`config.mk`:
```
export PLATFORM = sky130hd
export DESIGN_NAME = user_bram_arbiter
export DESIGN_NICKNAME = d
export VERILOG_FILES = /design/src/rtl/user_bram_arbiter.sv
export SDC_FILE = /design/constraint.sdc
export NUM_CORES = 1
export LEC_CHECK = 0
export BUFFER_PORTS_ARGS = -buffer_cell sky130_fd_sc_hd__buf_4
export CELL_PAD_IN_SITES_DETAIL_PLACEMENT = 0
export CELL_PAD_IN_SITES_GLOBAL_PLACEMENT = 2
export CORE_AREA = 2 2 170 172
export DETAILED_ROUTE_END_ITERATION = 8
export DIE_AREA = 0 0 172 174
export PLACE_DENSITY_LB_ADDON = 0.1
export SLEW_MARGIN = 25
export SYNTH_ARGS = -nofsm -noshare
export SYNTH_HDL_FRONTEND = slang
export SYNTH_SLANG_ARGS = --single-unit
export TNS_END_PERCENT = 50
```
`constraint.sdc`:
```
create_clock -name wb_clk_i -period 4.6 [get_ports wb_clk_i]
set_input_delay 0.23 -clock wb_clk_i [delete_from_list [all_inputs] [get_ports wb_clk_i]]
set_output_delay 0.23 -clock wb_clk_i [all_outputs]
set_load 0.02 [all_outputs]
```
`src/rtl/user_bram_arbiter.sv`:
```
// user_bram_arbiter: round-robin sharing of the user BRAM between the WB slave path and the engine port
// BRAM_ARB_PERF_EN adds saturating grant/conflict counters; otherwise the perf_* ports read zero
module user_bram_arbiter #(
    parameter int unsigned DELAYS    = 10,
    parameter logic [31:0] ADDR_MASK = 32'h003FFFFF
) (
    input  logic        wb_clk_i,
    input  logic        wb_rst_i,
    input  logic        wbs_cyc_i,
    input  logic        wbs_stb_i,
    input  logic        wbs_we_i,
    input  logic [3:0]  wbs_sel_i,
    input  logic [31:0] wbs_adr_i,
    input  logic [31:0] wbs_dat_i,
    output logic        wbs_ack_o,
    output logic [31:0] wbs_dat_o,
    input  logic        eng_req,
    input  logic        eng_we,
    input  logic [3:0]  eng_wstrb,
    input  logic [31:0] eng_adr,
    input  logic [31:0] eng_wdata,
    output logic        eng_done,
    output logic [31:0] eng_rdata,
    output logic        bram_en,
    output logic [3:0]  bram_we,
    output logic [31:0] bram_a0,
    output logic [31:0] bram_di,
    input  logic [31:0] bram_do,
    output logic [15:0] perf_wb_cnt,
    output logic [15:0] perf_eng_cnt,
    output logic [15:0] perf_conf_cnt
);
    typedef enum logic [1:0] {S_IDLE, S_ACCESS, S_RESP} state_t;
    localparam logic [7:0] L_LAST = DELAYS[7:0];
    state_t     r_state;
    logic [7:0] r_cnt;
    logic       r_last_eng;
    logic       r_sel_eng;
    logic       r_we;
    logic       w_wb_req;
    logic       w_any;
    logic       w_pick_eng;
    assign w_wb_req   = wbs_cyc_i & wbs_stb_i & (wbs_adr_i[31:23] == 9'h070);
    assign w_any      = w_wb_req | eng_req;
    // on a tie the engine wins only if WB was served last
    assign w_pick_eng = eng_req & (~w_wb_req | ~r_last_eng);
    always_ff @(posedge wb_clk_i) begin
        if (wb_rst_i) begin
            r_state    <= S_IDLE;
            r_cnt      <= '0;
            r_last_eng <= 1'b1;
            r_sel_eng  <= 1'b0;
            r_we       <= 1'b0;
            wbs_ack_o  <= 1'b0;
            wbs_dat_o  <= '0;
            eng_done   <= 1'b0;
            eng_rdata  <= '0;
            bram_en    <= 1'b0;
            bram_we    <= '0;
            bram_a0    <= '0;
            bram_di    <= '0;
        end else begin
            case (r_state)
                S_IDLE: if (w_any) begin
                    r_state    <= S_ACCESS;
                    r_cnt      <= '0;
                    r_sel_eng  <= w_pick_eng;
                    r_last_eng <= w_pick_eng;
                    r_we       <= w_pick_eng ? eng_we : wbs_we_i;
                    bram_en    <= 1'b1;
                    bram_we    <= w_pick_eng ? eng_wstrb & {4{eng_we}} : wbs_sel_i & {4{wbs_we_i}};
                    bram_a0    <= (w_pick_eng ? eng_adr : wbs_adr_i) & ADDR_MASK;
                    bram_di    <= w_pick_eng ? eng_wdata : wbs_dat_i;
                end
                S_ACCESS: begin
                    bram_we <= '0;
                    r_cnt   <= r_cnt + 8'd1;
                    if (r_cnt == L_LAST) begin
                        r_state   <= S_RESP;
                        bram_en   <= 1'b0;
                        wbs_ack_o <= ~r_sel_eng;
                        eng_done  <= r_sel_eng;
                        if (!r_we && r_sel_eng) eng_rdata <= bram_do;
                        if (!r_we && !r_sel_eng) wbs_dat_o <= bram_do;
                    end
                end
                S_RESP: begin
                    r_state   <= S_IDLE;
                    wbs_ack_o <= 1'b0;
                    eng_done  <= 1'b0;
                end
                default: r_state <= S_IDLE;
            endcase
        end
    end
`ifdef BRAM_ARB_PERF_EN
    logic w_grant;
    logic w_both;
    assign w_grant = (r_state == S_IDLE) & w_any;
    assign w_both  = w_wb_req & eng_req;
    always_ff @(posedge wb_clk_i) begin
        if (wb_rst_i) begin
            perf_wb_cnt   <= '0;
            perf_eng_cnt  <= '0;
            perf_conf_cnt <= '0;
        end else if (w_grant) begin
            if (!w_pick_eng && perf_wb_cnt != 16'hFFFF) perf_wb_cnt <= perf_wb_cnt + 16'd1;
            if (w_pick_eng && perf_eng_cnt != 16'hFFFF) perf_eng_cnt <= perf_eng_cnt + 16'd1;
            if (w_both && perf_conf_cnt != 16'hFFFF) perf_conf_cnt <= perf_conf_cnt + 16'd1;
        end
    end
`else
    assign perf_wb_cnt   = '0;
    assign perf_eng_cnt  = '0;
    assign perf_conf_cnt = '0;
`endif
endmodule

```
======== After elaboration in Yosys (flattened, before gate mapping) ========
Index checks and enable logic that the tools add are counted.
operators by class
  add/sub/neg operators ................... 1
  equal/unequal tests ..................... 6
  reductions and logical operators ........ 14
  multiplexer cells ....................... 18
  bitwise operators ....................... 10
operators by type and width
  kind                   count
  $mux W32               1
  $mux W22               1
  $pmux W8 S2            1
  $eq A9 B7 Y1 const B   1
  $reduce_and A3 Y1      3
  $add A8 B1 Y8 const B  1
  $and A4 B4 Y4          2
  $eq A8 B4 Y1 const B   1
  $mux W4                2
  $mux W8                1
  $pmux W4 S2            1
  $reduce_and A2 Y1      4
  $pmux W1 S2            3
  $mux W1                5
  $mux W2                2
  $ne A2 B2 Y1 const B   2
  $pmux W2 S2            1
  $reduce_bool A2 Y1     2
  $and A1 B1 Y1          3
  $not A1 Y1             3
  $eq A2 B1 Y1 const B   1
  $eq A2 B2 Y1 const B   1
  $logic_and A1 B1 Y1    2
  $logic_not A1 Y1       2
  2 further kinds        3
word-level totals
  word-level logic and storage cells ...... 62
  input bits .............................. 175
  output and inout bits ................... 183
  bits in registers ....................... 138

======== Logic depth before layout (Yosys ltp) ========
Gate-level depths: netlist (run 1).
  depth after elaboration ................. 8
  mapped depth ............................ 9
  gate-level depth less buffers ........... 7

======== Worst setup path after synthesis (run 1) ========
Ideal clock, no wire load.
  path kind ............................... input to register
  start ................................... input port wbs_adr_i[23]
  end ..................................... register bram_di[28]
  arrival ................................. 1794 ps
  library setup time ...................... 142 ps
  stages .................................. 7
  data required time ...................... 4458 ps
  buffers on the path ..................... 2
  setup slack ............................. 2664 ps
  path through ............................ or4b_4 or3_1 buf_6 buf_6 and3_1 a31oi_1 a311oi_1
on the way
  longest elaborated chain between the ends .. 6
  elaborated cells between the ends (all ways) .. 8
  classes of those cells .................. eq/ne (1); mux (1); bitwise (5); reduce/logical (1)
RTL lines
  element               line  RTL
  start, declared       13    input logic [31:0] wbs_adr_i,
  $eq A9 B7 Y1 (*)      43    assign w_wb_req = wbs_cyc_i & wbs_stb_i & (wbs_adr_i[31:23] == 9'h070);
  $and A1 B1 Y1 (*)     43
  $not A1 Y1            46    assign w_pick_eng = eng_req & (~w_wb_req | ~r_last_eng);
  $or A1 B1 Y1          46
  $and A1 B1 Y1         46
  $mux W32              73    bram_di <= w_pick_eng ? eng_wdata : wbs_dat_i;
  end signal, assigned  73
  end, declared         27    output logic [31:0] bram_di,
Mark *: on every way between the ends. The rest lies on a longest branch, timed or not.
A chain may end at the register's enable or synchronous reset.

======== Worst setup path in the final report (run 1) ========
  start ................................... register r_state[0]
  end ..................................... register eng_rdata[5]
on the way
  longest elaborated chain between the ends .. 2
RTL lines
  element                             line  RTL
  start, declared                     35    state_t r_state;
  start signal, assigned              49    r_state <= S_IDLE;
  start signal, assigned              65    r_state <= S_ACCESS;
  start signal, assigned              79    r_state <= S_RESP;
  $eq A2 B1 Y1                        63    case (r_state)
  $reduce_and A3 Y1 (no source line)  --
  end signal, assigned                83    if (!r_we && r_sel_eng) eng_rdata <= bram_do;
  end, declared                       23    output logic [31:0] eng_rdata,
No other way between the ends.

==> results.ini, run 1 <==
[status]
status=completed

[critical_path]
slowest_delay_ns=0.49
cp_top_family=simple AND/OR/NAND/NOR gates
cp_slowest_cell=nor2b_1
reg2reg_to=eng_rdata[5]
r2r_cells=6
cp_num_cells=6
critPathLaunchType=register
r2r_start=r_state[0]
cp_max_fo=32
cp_cell_sequence=nor2b_1 -> nand4_2 -> or3_1 -> buf_4 -> nand2_1 -> a21oi_1
worstPathRequired_ns=4.87
critPathCaptureType=register
worst_ep_arrival_time_ns=2.60
criticalPathCategory=reg2reg
path_buf_inv=1
reg2reg_setup_slack_ns=2.27

[die]
core_area_um2=28200
dieArea_um2=29900
fp-row-count=62
fp.dieW_um=172
die_h_um=174
num_io_pins=358
initial_utilization_pct=25.4

[synthesis]
avgSynthCellArea_um2=7.78
synthesis.instances=922
synth-edff-count=0
synth_top_cell_by_area=dfxtp_1
yosysSeqAreaShare_pct=38.5
synth_ff_type=dfxtp_1
synth_area_leaders=dfxtp_1 39%, a31oi_1 9.9%, nand2_1 7.2%
yosysUniqueCellTypes=38
synth_top_cell_area_share_pct=38.5
ys_ff_latch=138
synth_warnings=0
async_reset_ff_share_pct=0
synthesis.area_um2=7180

[sta]
max_freq_mhz=428
max_slew_margin_pct=33.7
hold_viol=0
hold_ws_ns=0.0443
rsz0062_at_grt=no
worstMarginPinSlew_ns=0.995
finalCritPeriodShare_pct=50.7
period_needed_ns=2.33
setup_viol=0
setup_tns_ns=0
drv_slew=0
fin_skew_ns=0.0176

[flow_run]
cap_violations=0

[final_layout]
multi_input_area_um2=3750
layout-drive-gt1-share_pct=29.8
fill_cells=3132
layout.nets=1330
diodes=0
finalNonFillerCells=1550
regArea_um2=2760
area_delta_synth_final_pct=37.9

[detailed_routing]
vias=7317
via_per_inst=4.72
drc=0
drtPass1Iterations=4
wl_mm=26.6
wire_per_inst_um=17.1
ant_nets=0
drt_iter0_drc=331

[place]
hpwl_mm=17.5
portBuffers=288
place_congestion=0.719
place.detailed.instances=1518

[power]
vdd_ir_drop_max_mv=0.192
total_power_mw=3.29
leakagePower_nw=4.14
p_per_area_nw_per_um2=332

[global_routing]
antenna_found_initial=0
grt_pass1_wl_mm=40.3
track_usage_pct=17.2
first_global_vias=7032
overflow=0
grt_max_degree=115

[cts]
clock_latency_ns=0.43
cts.sinks=138
ctsResizeCount=0
cts_made_buffers=17
postCtsHoldBufs=0
cts_tree=yes
ctsHtreeMaxLevel=4
post_cts_buffers=0
clock_path_buffers=2
clkSlewWorstSetupHoldPaths_ns=0.08
ctsRootBufferMaster=clkbuf_16

[min_path]
whs_path_depth=3
hold_path.class=in2reg
min_to=eng_rdata[0]
hp-start=bram_do[0]

[stage by stage]
stage	area, um^2	util [%]	setup WS [ns]
finish	9890	35.0	2.27
floorplan	7390	-	2.66
global route	9890	35.0	1.99
detailed placement	9280	32.9	1.88
CTS	9890	35.0	2.23
global placement	9280	32.9	1.89
[worst min-delay path, delay by kind of cell]
| kind | cells | cell delay (ns) |
|---|---|---|
| AND/OR/NAND/NOR | 1 | 0.05 |
| AO/OA/AOI/OAI | 1 | 0.05 |
| buffers and inverters | 1 | 0.11 |
[report_power, final]
group	switching (mW)	internal [mW]
clock	0.627	0.840
combinational	0.307	0.238
sequential	0.0303	1.24
[layout by cell type (no fill, tap or decap), types with 4 or more instances in the layout]
| cell type | netlist | layout |
|---|---|---|
| a311oi_1 | 54 | 54 |
| and3_1 | 55 | 55 |
| inv_8 | 0 | 5 |
| nor3_1 | 12 | 10 |
| inv_1 | 6 | 6 |
| nand3_1 | 10 | 10 |
| buf_4 | 60 | 301 |
| clkbuf_16 | 0 | 17 |
| a31oi_1 | 113 | 113 |
| dfxtp_1 | 138 | 138 |
| nand2_1 | 138 | 137 |
| nand2b_1 | 4 | 4 |
| a21oi_1 | 74 | 74 |
| conb_1 | 1 | 58 |
| nor2b_1 | 58 | 58 |
| o22ai_1 | 4 | 4 |
| o32ai_1 | 4 | 4 |
| nor2_1 | 75 | 75 |
[cells in the mapped netlist (2+ instances only)]
cell type	instances
nor3_1	12
nand4_1	2
o32ai_1	4
clkbuf_1	63
o21ai_0	3
or2_2	2
and3_1	55
a21oi_1	74
a311oi_1	54
a31oi_1	113
a211oi_1	2
nand2_1	138
dfxtp_1	138
nor2b_1	58
nor2_1	75
nand2b_1	4
buf_2	11
ha_1	2
inv_1	6
or3_1	4
buf_6	12
nand3_1	10
and2_1	3
buf_4	60
o22ai_1	4
[state kept, by name, summed over array words and instances (netlist names), 2 cells and up]
register   flops
bram_di       32
eng_rdata     32
wbs_dat_o     32
bram_a0       22
r_cnt          8
bram_we        4
r_state        2
[per-layer routing]
metal / share of wire, % / vias up / global-route usage (%)
met5: 0 / - / 0
li1: - / 3654 / -
met2: 46 / 248 / 28.1
met3: 9.4 / 15 / 6.88
met4: 0.84 / 0 / 3.92
met1: 44 / 3400 / 21.3
[worst max path at each step]
stage	slack (ns)	start	end
floorplan	2.66	wbs_adr_i[23]	bram_di[28]
global placement	1.89	wbs_adr_i[23]	bram_a0[11]
detailed placement	1.88	wbs_adr_i[23]	bram_di[3]
CTS	2.23	r_state[0]	wbs_dat_o[30]
global route	1.99	r_state[0]	eng_rdata[22]
finish	2.27	r_state[0]	eng_rdata[5]
[cells by family after synthesis]
logic type | Yosys count | synth area share, %
compound gates | 259 | 23.5
fa+ha+maj | 2 | 0.349
buf+inv | 152 | 12.5
other cells | 1 | 0.0523
flops | 138 | 38.5
simple gates | 370 | 25.1
[final cells by class]
cell class	count	area share (%)
clock inverters	14	1.78
clock buffers	18	4.44
flip-flops and latches	138	27.9
well taps	384	4.86
inverters	6	0.228
repair buffers	301	22.8
multi-input cells	689	37.9
Note: power is estimated with default switching activity, not from simulation.
==> run 2: changes to the inputs <==
- CORE_AREA: 2 2 170 172 -> 2 2 176 178
- DIE_AREA: 0 0 172 174 -> 0 0 178 180
- clock period: 4.6 -> 2.45 ns (I/O delays scaled with it)
==> run 2 against run 1 <==
Effect of this change:
- sequential share of layout area fell by 1.3 points
- count of clock-buffer cells in the layout is 1 higher
- first-iteration DRC count shrank 8.8%
- maximum frequency is 19% higher
- clock power is 86% higher
- global-route usage decreased by 0.77 points
- setup slack got worse by 1.8 ns
- flip-flop and latch count unchanged
- via count increased by 1.2%
- largest cell class unchanged
- largest power group unchanged
==> results.ini, run 2 (synthesized netlist as in run 1, its figures left out) <==
[power]
total_power_mw=6.22  ; +89%
combPwrFrac_pct=17.4  ; +0.8 points
clkPwrFrac_pct=44.1  ; -0.5 points
vdd_ir_drop_max_mv=0.452  ; +130%
p_sw_mw=1.83  ; +89%
cellInternalPower_mw=4.39  ; +89%
netSwitchingFraction_pct=29.4  ; +0.045 points
p_per_area_nw_per_um2=600  ; +81%
leakagePower_nw=4.32  ; +4.4%
seqPwrFrac_pct=38.5  ; -0.3 points

[cts]
cts_tree=yes
post_cts_buffers=0  ; unchanged
cts.sinks=138  ; unchanged
clock_path_buffers=2  ; unchanged
clock_latency_ns=0.44  ; about the same
clkSlewWorstSetupHoldPaths_ns=0.08  ; about the same
cts_made_buffers=17  ; unchanged
ctsRootBufferMaster=clkbuf_16
ctsHtreeMaxLevel=4  ; unchanged

[global_routing]
overflow=0  ; unchanged
grt_max_degree=154  ; +34%
antenna_found_initial=1  ; +1
grt_pass1_wl_mm=41.4  ; +2.8%
first_global_vias=7247  ; +3.1%
track_usage_pct=16.5  ; -0.77 points

[final_layout]
final_cell_mix=300 x buf_4, 138 x dfxtp_1, 137 x nand2_1
layout.nets=1369  ; +2.9%
final_common_cell=buf_4
postLayoutCellArea_um2=10400  ; +4.8%
post-route-util_pct=34.3  ; -0.69 points
top_regs=bram_di x32, eng_rdata x32, wbs_dat_o x32
area_delta_synth_final_pct=44.5
finalNonFillerCells=1602  ; +3.4%
layout-drive-gt1-share_pct=29.3  ; -0.47 points
fill_cells=3245  ; +3.6%

[critical_path]
reg2reg_setup_slack_ns=0.49  ; -1.78 ns
worst_ep_arrival_time_ns=2.24  ; -0.36 ns
reg2reg_to=eng_rdata[16]
r2r_start=r_cnt[0]
criticalPathCategory=reg2reg
cp_max_fo=32  ; unchanged
worstPathRequired_ns=2.73  ; -2.14 ns
r2r_cells=8  ; +2
critPathCaptureType=register
critPathLaunchType=register

[die]
initial_utilization_pct=23.8  ; -1.6 points
core_area_um2=30200  ; +6.9%
fp-row-count=64  ; +3.2%
die_h_um=180  ; +3.4%
dieArea_um2=32000  ; +7.1%
fp.dieW_um=178  ; +3.5%
num_io_pins=358  ; unchanged

[detailed_routing]
vias=7403  ; +1.2%
drt_iter0_drc=302  ; -8.8%
drtPass1Iterations=4  ; unchanged
wl_mm=27.1  ; +2.0%
drc=0  ; unchanged
via_per_inst=4.62  ; -2.1%
ant_nets=0  ; unchanged
wire_per_inst_um=16.9  ; -1.3%

[place]
portBuffers=288  ; unchanged
dpl_cell_area_um2=9440  ; +1.8%
place_ws_ns=0.233  ; -1.65 ns
place.detailed.instances=1537  ; +1.3%
hpwl_mm=17.8  ; +1.7%
place_congestion=0.750  ; +4.3%

[sta]
worstMarginPinSlew_ns=0.667  ; -0.328 ns
max_freq_mhz=510  ; +19%
drv_slew=0  ; unchanged
fin_skew_ns=0.0315  ; +0.0140 ns
max_slew_margin_pct=55.3  ; +22 points
setup_tns_ns=0  ; unchanged
setup_viol=0  ; unchanged
setup_ws_ns=0.490  ; -1.78 ns
period_needed_ns=1.96  ; -0.373 ns
hold_ws_ns=0.0477  ; +0.00337 ns
finalCritPeriodShare_pct=80.0  ; +29 points
hold_viol=0  ; unchanged
rsz0062_at_grt=no

[status]
status=completed

[min_path]
whs_path_depth=3  ; unchanged
hold_path.class=in2reg
min_to=bram_a0[16]
hp-start=wbs_adr_i[16]

[flow_run]
cap_violations=0  ; unchanged

-- run 2: power groups by stage --
stage	clock, mW	combinational [mW]	sequential (mW)
floorplan	0	0.544	2.54
global placement	0	1.05	2.44
detailed placement	0	1.05	2.44
CTS	2.84	1.09	2.40
global route	2.93	1.18	2.41
finish	2.74	1.08	2.40
-- run 2: worst max path at each step --
stage	from	to	slack, ns	cells past startpoint
after floorplan	r_cnt[0]	eng_rdata[13]	0.56	9
after detailed placement	wbs_adr_i[23]	bram_a0[8]	0.23	7
after global routing	r_cnt[0]	eng_rdata[16]	0.34	8
after global placement	wbs_adr_i[23]	bram_a0[12]	0.24	7
after CTS	r_cnt[0]	eng_rdata[15]	0.47	8
final	r_cnt[0]	eng_rdata[16]	0.49	8
-- run 2: timing repair --
action | 4_1_cts | 5_1_grt
endpoints found under the hold margin | 64 | 0
hold buffers | 32 | 0
resized for setup | 0 | 0
-- run 2: layer usage --
metal  GRT usage, %  vias up  part of all wire [%]  wire (um)
met5              0        -                     0          0
met4           3.54        0                  0.36         97
met3           6.62        5                   9.5       2580
met2           27.2      234                    47      12800
met1           20.0     3435                    43      11600
li1               -     3729                     -          -
-- run 2: critical path, cell delays in order (launching register included) --
cell,delay (ns)
dfxtp_1,0.35
inv_1,0.07
ha_1,0.15
nor4b_2,0.28
nand4_2,0.17
or3_1,0.33
buf_4,0.27
nand2_1,0.12
a21oi_1,0.07
-- run 2: area by class of cell --
type,count,area (um^2),share of cell area [%]
clock inverters,13,158,1.52
repair buffers,340,2730,26.4
flip-flops and latches,138,2760,26.6
well taps,396,495,4.78
diodes,1,2.50,0.0241
inverters,6,22.5,0.217
multi-input cells,689,3750,36.2
clock buffers,19,443,4.27
==> run 3: changes to the inputs <==
- CORE_AREA: 2 2 176 178 -> 2 2 184 186
- DIE_AREA: 0 0 178 180 -> 0 0 186 188
- clock period: 2.45 -> 1.8 ns (I/O delays scaled with it)
==> run 3 against run 2 <==
Effect of this change:
- the run now ends with setup timing left
- total power rose by 30%
- non-clock buffer count grew 31
- sequential share of layout area is 0.94 points lower
- critical path depth up 2
- maximum frequency is 8.7% higher
- global-route usage decreased by 1.1 points
- register-to-register slack worse by 0.49 ns
- count of clock-buffer cells in the layout did not move
- clock power increased by 20%
- flip-flop and latch count unchanged
- largest power group unchanged
==> results.ini, run 3 (synthesized netlist as in run 1, its figures left out) <==
[critical_path]
r2r_start=r_cnt[0]
r2r_cells=10  ; +2
critPathLaunchType=register
endpoint=wbs_dat_o[21]
reg2reg_to=wbs_dat_o[21]
criticalPathCategory=reg2reg
critPathCaptureType=register
worst_ep_arrival_time_ns=2.16  ; -0.08 ns
critPathLaunch=r_cnt[0]
cp_max_fo=16  ; -50%
reg2reg_setup_slack_ns=-0.004  ; -0.49 ns
worstPathRequired_ns=2.16  ; -0.57 ns

[die]
initial_utilization_pct=21.7  ; -2.1 points
die_h_um=188  ; +4.4%
dieArea_um2=35000  ; +9.1%
num_io_pins=358  ; unchanged
core_area_um2=33100  ; +9.7%
fp.dieW_um=186  ; +4.5%
fp-row-count=67  ; +4.7%

[sta]
setup_tns_ns=-0.00397  ; -0.00397 ns
hold_ws_ns=0.0221  ; -0.0256 ns
setup_viol=1  ; +1
finalCritPeriodShare_pct=100  ; +20 points
rsz0062_at_grt=yes
worstMarginPinSlew_ns=0.668  ; +0.000399 ns
drv_slew=0  ; unchanged
max_slew_margin_pct=55.5  ; +0.18 points
fin_skew_ns=0.0100  ; -0.0215 ns
max_freq_mhz=554  ; +8.7%
period_needed_ns=1.80  ; -0.157 ns
setup_ws_ns=-0.00397  ; -0.493 ns
hold_viol=0  ; unchanged

[power]
clkPwrFrac_pct=40.7  ; -3.4 points
combPwrFrac_pct=19.0  ; +1.6 points
p_per_area_nw_per_um2=754  ; +26%
total_power_mw=8.10  ; +30%
netSwitchingFraction_pct=29.6  ; +0.23 points
vdd_ir_drop_max_mv=0.615  ; +36%
cellInternalPower_mw=5.70  ; +30%
seqPwrFrac_pct=40.3  ; +1.8 points
p_sw_mw=2.40  ; +31%
leakagePower_nw=4.49  ; +4.0%

[cts]
clkSlewWorstSetupHoldPaths_ns=0.07  ; about the same
cts_made_buffers=17  ; unchanged
clock_path_buffers=2  ; unchanged
cts.sinks=138  ; unchanged
cts_tree=yes
ctsRootBufferMaster=clkbuf_16
ctsHtreeMaxLevel=4  ; unchanged
clock_latency_ns=0.42  ; -0.02 ns

[global_routing]
grt_max_degree=99  ; -36%
overflow=0  ; unchanged
met3_usage_pct=5.54  ; -1.1 points
gr-usage-met1_pct=19.7  ; -0.26 points
antenna_found_initial=1  ; unchanged
grt_pass1_wl_mm=41.8  ; +0.83%
track_usage_pct=15.4  ; -1.1 points
grt.busiest_layer=met2
met2_usage_pct=24.4  ; -2.8 points
first_global_vias=7173  ; -1.0%

[place]
place.detailed.instances=1615  ; +5.1%
place_ws_ns=-0.360  ; -0.594 ns
place_congestion=0.743  ; -0.83%
portBuffers=288  ; unchanged
dpl_cell_area_um2=9820  ; +3.9%
hpwl_mm=18.9  ; +6.0%

[final_layout]
finalNonFillerCells=1685  ; +5.2%
final_cell_mix=322 x buf_4, 137 x nand2_1, 136 x dfxtp_1
area_delta_synth_final_pct=49.9
post-route-util_pct=32.5  ; -1.9 points
final_common_cell=buf_4
top_regs=bram_di x32, eng_rdata x32, wbs_dat_o x32
layout-drive-gt1-share_pct=31.5  ; +2.2 points
layout.nets=1400  ; +2.3%
postLayoutCellArea_um2=10800  ; +3.7%

[detailed_routing]
vias=7454  ; +0.69%
drtPass1Iterations=4  ; unchanged
wire_per_inst_um=16.5  ; -2.5%
wl_mm=27.8  ; +2.5%
ant_nets=0  ; unchanged
drt_iter0_drc=323  ; +7.0%
drc=0  ; unchanged
via_per_inst=4.42  ; -4.3%

[min_path]
hold_path.class=in2reg

[status]
status=finished, violations left
violations=setup timing

[flow_run]
cap_violations=0  ; unchanged

[run 3: timing repair]
item / CTS / global route
hold buffers: 33 / 0
endpoints found under the setup margin: 11 / 66
gates resized for setup: 2 / 2
pin swaps: 0 / 0
setup buffers: 0 / 3
cloned: 0 / 1
hold endpoints to repair: 65 / 0
[run 3: routing by layer]
metal	share of wire [%]	routed length [um]	up-vias
met1	44	12400	3415
met5	0	0	-
met3	7.7	2140	16
met4	0.98	271	0
met2	47	13000	234
li1	-	-	3789
[run 3: how the worst min path moves through the flow]
stage	start	endpoint	slack, ns	depth (start not counted)
after floorplan	bram_do[10]	wbs_dat_o[10]	0.23	2
after global placement	bram_do[1]	wbs_dat_o[1]	0.35	3
after detailed placement	bram_do[30]	wbs_dat_o[30]	0.36	3
after CTS	wbs_dat_i[28]	bram_di[28]	0.0009	3
after global routing	wbs_dat_i[13]	bram_di[13]	0.01	3
final	wbs_dat_i[19]	bram_di[19]	0.02	3
[run 3: power by group through the flow]
stage	clock [mW]	combinational, mW	sequential [mW]
after floorplan	0	0.743	3.46
after global placement	0	1.49	3.34
after detailed placement	0	1.50	3.33
after CTS	3.44	1.56	3.27
after global routing	3.57	1.69	3.29
final	3.29	1.54	3.27
[run 3: area by class of cell]
cell class,instances,area (um^2)
Inverter,6,22.5
Antenna cell,1,2.50
Timing Repair Buffer,371,3070
Fill cell,3566,22400
Clock inverter,13,92.6
Clock buffer,19,443
Sequential cell,138,2770
Multi-Input combinational cell,689,3800
Tap cell,448,561
[run 3: critical path, stage by stage, from the launching register on]
cell	delay, ns
dfxtp_2	0.32
inv_2	0.06
ha_4	0.12
nor4b_4	0.23
nand4_2	0.19
buf_4	0.20
nor3_4	0.12
buf_4	0.15
clkbuf_16	0.17
nand2_1	0.07
a21oi_1	0.11
